File: src/rtl/rv32i_ctrl_pkg.sv
// Shared RV32I control definitions: sequencer states, opcodes, and the ALU
// operation encoding that the datapath ALU decodes as well.
package rv32i_ctrl_pkg;

   typedef enum logic [2:0] {
      S_FETCH,
      S_DECODE,
      S_EXECUTE,
      S_ALUWB,
      S_MEMADR,
      S_MEMREAD,
      S_MEMWB,
      S_MEMWRITE
   } state_t;

   localparam logic [6:0] OP_R     = 7'b0110011;
   localparam logic [6:0] OP_I     = 7'b0010011;
   localparam logic [6:0] OP_LOAD  = 7'b0000011;
   localparam logic [6:0] OP_STORE = 7'b0100011;

   localparam logic [3:0] ALU_ADD  = 4'b0000;
   localparam logic [3:0] ALU_SUB  = 4'b0001;
   localparam logic [3:0] ALU_SLL  = 4'b0010;
   localparam logic [3:0] ALU_SLT  = 4'b0011;
   localparam logic [3:0] ALU_SLTU = 4'b0100;
   localparam logic [3:0] ALU_XOR  = 4'b0101;
   localparam logic [3:0] ALU_SRL  = 4'b0110;
   localparam logic [3:0] ALU_SRA  = 4'b0111;
   localparam logic [3:0] ALU_OR   = 4'b1000;
   localparam logic [3:0] ALU_AND  = 4'b1001;

endpackage

File: src/rtl/alu_decoder.sv
// ALU operation decode from funct3 / instr[30] / R-type flag.
// Purely combinational, zero latency, no flow control.
module alu_decoder
   import rv32i_ctrl_pkg::*;
(
   input  logic [2:0] funct3,
   input  logic       bit30,
   input  logic       is_rtype,
   output logic [3:0] alu_op
);

   always_comb begin
      alu_op = ALU_ADD;
      case (funct3)
         3'b000: alu_op = (is_rtype && bit30) ? ALU_SUB : ALU_ADD;
         3'b001: alu_op = ALU_SLL;
         3'b010: alu_op = ALU_SLT;
         3'b011: alu_op = ALU_SLTU;
         3'b100: alu_op = ALU_XOR;
         // immediate shifts carry the arithmetic flag in the same bit as R-type
         3'b101: alu_op = bit30 ? ALU_SRA : ALU_SRL;
         3'b110: alu_op = ALU_OR;
         3'b111: alu_op = ALU_AND;
         default: alu_op = ALU_ADD;
      endcase
   end

endmodule

File: src/rtl/multicycle_control_fsm.sv
// Multi-cycle RV32I sequencer: 4 cycles ALU/store, 5 cycles load, plus one
// cycle per memory stall; holds memreq until mem_ready, counts retired instrs.
module multicycle_control_fsm
   import rv32i_ctrl_pkg::*;
#(
   parameter int INSTRET_W = 32
) (
   input  logic                 clk,
   input  logic                 reset,
   input  logic [31:0]          instr,
   input  logic                 mem_ready,
   output logic                 memreq,
   output logic                 irwe,
   output logic                 pcwe,
   output logic                 regwe,
   output logic                 dmemwe,
   output logic                 rs2sel,
   output logic                 regsel,
   output logic [3:0]           ALUControl,
   output logic                 illegal,
   output logic [INSTRET_W-1:0] instret
);

   state_t     state, state_n;
   logic [6:0] opcode;
   logic       is_rtype;
   logic [3:0] alu_dec;
   logic       retire;
   logic       unused_instr;

   assign opcode       = instr[6:0];
   assign is_rtype     = (opcode == OP_R);
   assign unused_instr = ^{instr[31], instr[29:15], instr[11:7]};

   alu_decoder u_alu_decoder (
      .funct3   (instr[14:12]),
      .bit30    (instr[30]),
      .is_rtype (is_rtype),
      .alu_op   (alu_dec)
   );

   always_ff @(posedge clk) begin
      if (reset) state <= S_FETCH;
      else       state <= state_n;
   end

   always_comb begin
      state_n = state;
      case (state)
         S_FETCH:    if (mem_ready) state_n = S_DECODE;
         S_DECODE: begin
            if (opcode == OP_R || opcode == OP_I)          state_n = S_EXECUTE;
            else if (opcode == OP_LOAD || opcode == OP_STORE) state_n = S_MEMADR;
            else                                           state_n = S_FETCH;
         end
         S_EXECUTE:  state_n = S_ALUWB;
         S_ALUWB:    state_n = S_FETCH;
         S_MEMADR:   state_n = (opcode == OP_LOAD) ? S_MEMREAD : S_MEMWRITE;
         S_MEMREAD:  if (mem_ready) state_n = S_MEMWB;
         S_MEMWB:    state_n = S_FETCH;
         S_MEMWRITE: if (mem_ready) state_n = S_FETCH;
         default:    state_n = S_FETCH;
      endcase
   end

   // Reset forces every output low, so an aborted access never writes.
   always_comb begin
      memreq     = 1'b0;
      irwe       = 1'b0;
      pcwe       = 1'b0;
      regwe      = 1'b0;
      dmemwe     = 1'b0;
      rs2sel     = 1'b0;
      regsel     = 1'b0;
      ALUControl = ALU_ADD;
      illegal    = 1'b0;
      if (!reset) begin
         case (state)
            S_FETCH: begin
               memreq = 1'b1;
               irwe   = mem_ready;
               pcwe   = mem_ready;
            end
            S_DECODE: begin
               illegal = !(opcode == OP_R || opcode == OP_I ||
                           opcode == OP_LOAD || opcode == OP_STORE);
            end
            S_EXECUTE: begin
               ALUControl = alu_dec;
               rs2sel     = !is_rtype;
            end
            S_ALUWB: begin
               ALUControl = alu_dec;
               rs2sel     = !is_rtype;
               regwe      = 1'b1;
            end
            S_MEMADR: begin
               rs2sel = 1'b1;
            end
            S_MEMREAD: begin
               memreq = 1'b1;
               rs2sel = 1'b1;
            end
            S_MEMWB: begin
               regwe  = 1'b1;
               regsel = 1'b1;
            end
            S_MEMWRITE: begin
               memreq = 1'b1;
               dmemwe = 1'b1;
               rs2sel = 1'b1;
            end
            default: ;
         endcase
      end
   end

   assign retire = (state == S_ALUWB) || (state == S_MEMWB) ||
                   (state == S_MEMWRITE && mem_ready);

   always_ff @(posedge clk) begin
      if (reset)       instret <= '0;
      else if (retire) instret <= instret + 1'b1;
   end

endmodule
File: config.mk
export PLATFORM = sky130hd
export DESIGN_NAME = multicycle_control_fsm
export DESIGN_NICKNAME = d
export VERILOG_FILES = /design/src/rtl/rv32i_ctrl_pkg.sv /design/src/rtl/alu_decoder.sv /design/src/rtl/multicycle_control_fsm.sv
export SDC_FILE = /design/constraint.sdc
export NUM_CORES = 1
export LEC_CHECK = 0
export CAP_MARGIN = 25
export CORE_MARGIN = 2
export CORE_UTILIZATION = 43
export CTS_CLUSTER_DIAMETER = 40
export CTS_CLUSTER_SIZE = 40
export DETAILED_ROUTE_END_ITERATION = 10
export GPL_TIMING_DRIVEN = 0
export PLACE_DENSITY = 0.91
export SLEW_MARGIN = 30
export SYNTH_ARGS = -nofsm -noshare
export SYNTH_HDL_FRONTEND = slang
export SYNTH_SLANG_ARGS = --single-unit
File: constraint.sdc
create_clock -name clk -period 2.85 [get_ports clk]
set_clock_uncertainty 0.15 [all_clocks]
set_input_delay 0.4275 -clock clk [delete_from_list [all_inputs] [get_ports clk]]
set_output_delay 0.4275 -clock clk [all_outputs]
set_load 0.02 [all_outputs]
==> impl_metrics.py, run 1 <==
metrics = {
    "detailed_routing": {
        "ant_nets": 0,
        "wire_per_inst_um": 14.4,
        "drt_iter0_drc": 204,
        "drc": 0,
        "detail_route.first_pass.iterations": 4,
        "vias": 2158,
        "wl_um": 5250,
        "via_per_inst": 5.94,
    },
    "synthesis": {
        "synth-seq-cells": 35,
        "synth_top_area_share_pct": 35.5,
        "avgSynthCellArea_um2": 7.95,
        "netlist_instances": 248,
        "synth.top_cells.by_area": "dfxtp_1 36%, a21oi_1 7.1%, or4_1 6.5%, o31ai_1 5.7%, xnor2_1 3.6%",
        "synth_edf_count": 0,
        "synth_area_um2": 1970,
        "synth_area_leader_cell": "dfxtp_1",
        "syn-num-nets": 284,
        "synthDistinctLibCells": 37,
        "synth-async-reset-ratio_pct": 0,
        "ys.flop_type": "dfxtp_1",
        "ys.warnings.count": 0,
        "synth-seq-area-share_pct": 35.5,
    },
    "floorplanning": {
        "core_area_um2": 4380,
        "io-pin-count": 79,
        "dieWidth_um": 71.7,
        "die_area_um2": 5140,
        "rows": 24,
        "initial_core_util_pct": 45.0,
        "die_y_um": 71.7,
    },
    "place": {
        "dpl_worst_slack_ns": -0.359,
        "dpl_cell_area_um2": 2600,
        "dp.cells": 356,
        "routabilityCongestion": 0.811,
        "portBuffers": 56,
        "dp_hpwl_um": 3710,
    },
    "grt": {
        "grt_max_degree": 11,
        "grt.total_usage_pct": 20.3,
        "first_global_vias": 1996,
        "grt-ovfl-total": 0,
        "antenna_found_initial": 0,
        "grt_pass1_wl_um": 8430,
    },
    "finish": {
        "n_antenna_cell": 0,
        "area_delta_synth_final_pct": 37.1,
        "drive_gt1_share_pct": 6.43,
        "fin_cells": 363,
        "nNetsFinal": 347,
        "fillCellCount": 382,
        "fin_area_um2": 2700,
        "final_common_cell": "clkdlybuf4s50_1",
        "final_cell_mix": "54 x clkdlybuf4s50_1, 35 x dfxtp_1, 28 x a21oi_1",
    },
    "clock_tree": {
        "cts_buffers": 5,
        "clock_path_buffers": 2,
        "cts_max_level": 2,
        "cts_tree": "yes",
        "clock_latency_ns": 0.30,
        "cts_root_buf": "clkbuf_8",
        "clkTransAtPathRegs_ns": 0.07,
        "cts.sinks": 35,
    },
    "timing": {
        "setup_viol": 0,
        "tightest_slew_ns": 0.495,
        "slew_viol_final": 0,
        "timing.final.ws_setup_ns": 0.0962,
        "hold_violations": 0,
        "max_freq_ghz": 0.363,
        "max-slew-margin-rel_pct": 67.0,
        "min_period_ns": 2.75,
        "rsz0062_at_grt": "yes",
        "period_share_pct": 96.6,
    },
    "status": {
        "status": "finished clean",
    },
    "min_path": {
        "hp-class": "flop to flop",
    },
    "pwr": {
        "p_leak_nw": 0.849,
        "power.total_w": 0.000931,
        "ir_worst_vdd_v": 0.000259,
        "powerDensity_nw_per_um2": 344,
    },
    "critical_path": {
        "worstSetupEndpointType": "primary output",
        "cp-start-kind": "primary input",
        "worstPathArrival_ns": 2.18,
        "path_class": "primary input to primary output",
        "crit_required_ns": 2.27,
        "path_max_fanout": 5,
    },
    "flow_run": {
        "maxCapViolCount": 0,
    },
}
cell usage after synthesis (all sizes together) (5+ instances only):
cell type and count:
inv 9, a21oi 28, or3 10, nor2b 5, nand3 10, nor4 6
nand2 16, or4 17, and4 6, nor2 17, xnor2 8, o31ai 15
dfxtp 35, buf 8, nor3 5, clkbuf 12, nand4 9, o21ai 9
report_power, final:
| group | internal, W | total (W) | switching, W |
|---|---|---|---|
| Clock | 0.000190 | 0.000372 | 0.000182 |
| Sequential | 0.000490 | 0.000491 | 0.000000999 |
| Combinational | 0.0000336 | 0.0000686 | 0.0000350 |
| Total | 0.000713 | 0.000931 | 0.000218 |
cell type report:
type	count	area [um^2]	share of cell area [%]
multi-input cells	184	1150	42.5
flip-flops and latches	35	701	25.9
repair buffers	56	563	20.8
plain buffers	20	104	3.84
clock buffers	6	82.6	3.05
well taps	52	65.1	2.41
inverters	9	33.8	1.25
clock inverters	1	5.00	0.185
timing repair:
action                                  4_1_cts  5_1_grt
hold buffers                                  0        0
endpoints found under the setup margin        2        3
buffers inserted                              0        0
resized for setup                             2        5
endpoints found under the hold margin         0        0
cell families (layout without fill, tap and decap cells):
group / after synthesis / count (layout) / synth area share [%]
AND/OR/NAND/NOR: 112 / 112 / 33.0
AO/OA/AOI/OAI: 59 / 59 / 18.1
flip-flops: 35 / 35 / 35.5
buffers and inverters: 29 / 92 / 6.92
XOR/XNOR: 8 / 8 / 3.55
multiplexers: 4 / 4 / 2.28
adder cells (fa/ha/maj): 1 / 1 / 0.634
routing by layer:
layer | global-route usage (%) | vias up | wire, um
met5 | 0 | - | 0
met4 | 10.7 | 0 | 97
met3 | 4.36 | 10 | 279
met2 | 33.8 | 60 | 2530
met1 | 24.5 | 1034 | 2340
li1 | - | 1054 | -
worst paths after layout:
check        cells after the start                     start                        to  slack, ns
min reg2reg                      2  instret[30]$_SDFFE_PP0P_  instret[30]$_SDFFE_PP0P_       0.35
max reg2reg                      7     state[1]$_SDFFE_PP0P_  instret[22]$_SDFFE_PP0P_       0.38
min                              2  instret[30]$_SDFFE_PP0P_  instret[30]$_SDFFE_PP0P_       0.35
max                              5                 instr[13]             ALUControl[2]        0.1
critical path, cell delays in order:
cell	delay, ns
clkdlybuf4s50_1	0.53
inv_1	0.09
or3_1	0.35
a21oi_1	0.15
clkdlybuf4s50_1	0.63
per-stage QoR:
stage	setup TNS (ns)	hold WS [ns]	utilization [%]
4_1_cts	0	0.345	61.4
5_1_grt	-0.0189	0.364	61.7
3_5_place_dp	-1.99	0.335	59.2
3_3_place_gp	-1.41	0.317	59.2
2_1_floorplan	0	0.393	-
6_report	0	0.349	61.7
state kept, by name (all words and copies together) (netlist names):
name and count:
instret 32, state 3
No activity file was read; power rests on OpenSTA's default activity.
==> run 2, diff against run 1 <==
--- a/config.mk
+++ b/config.mk
@@ -13,7 +13,6 @@
 export DETAILED_ROUTE_END_ITERATION = 10
 export GPL_TIMING_DRIVEN = 0
 export PLACE_DENSITY = 0.91
-export SLEW_MARGIN = 30
 export SYNTH_ARGS = -nofsm -noshare
 export SYNTH_HDL_FRONTEND = slang
 export SYNTH_SLANG_ARGS = --single-unit
==> results of run 2 <==
No change in the layout: final DEF, timing and power equal those of run 1.
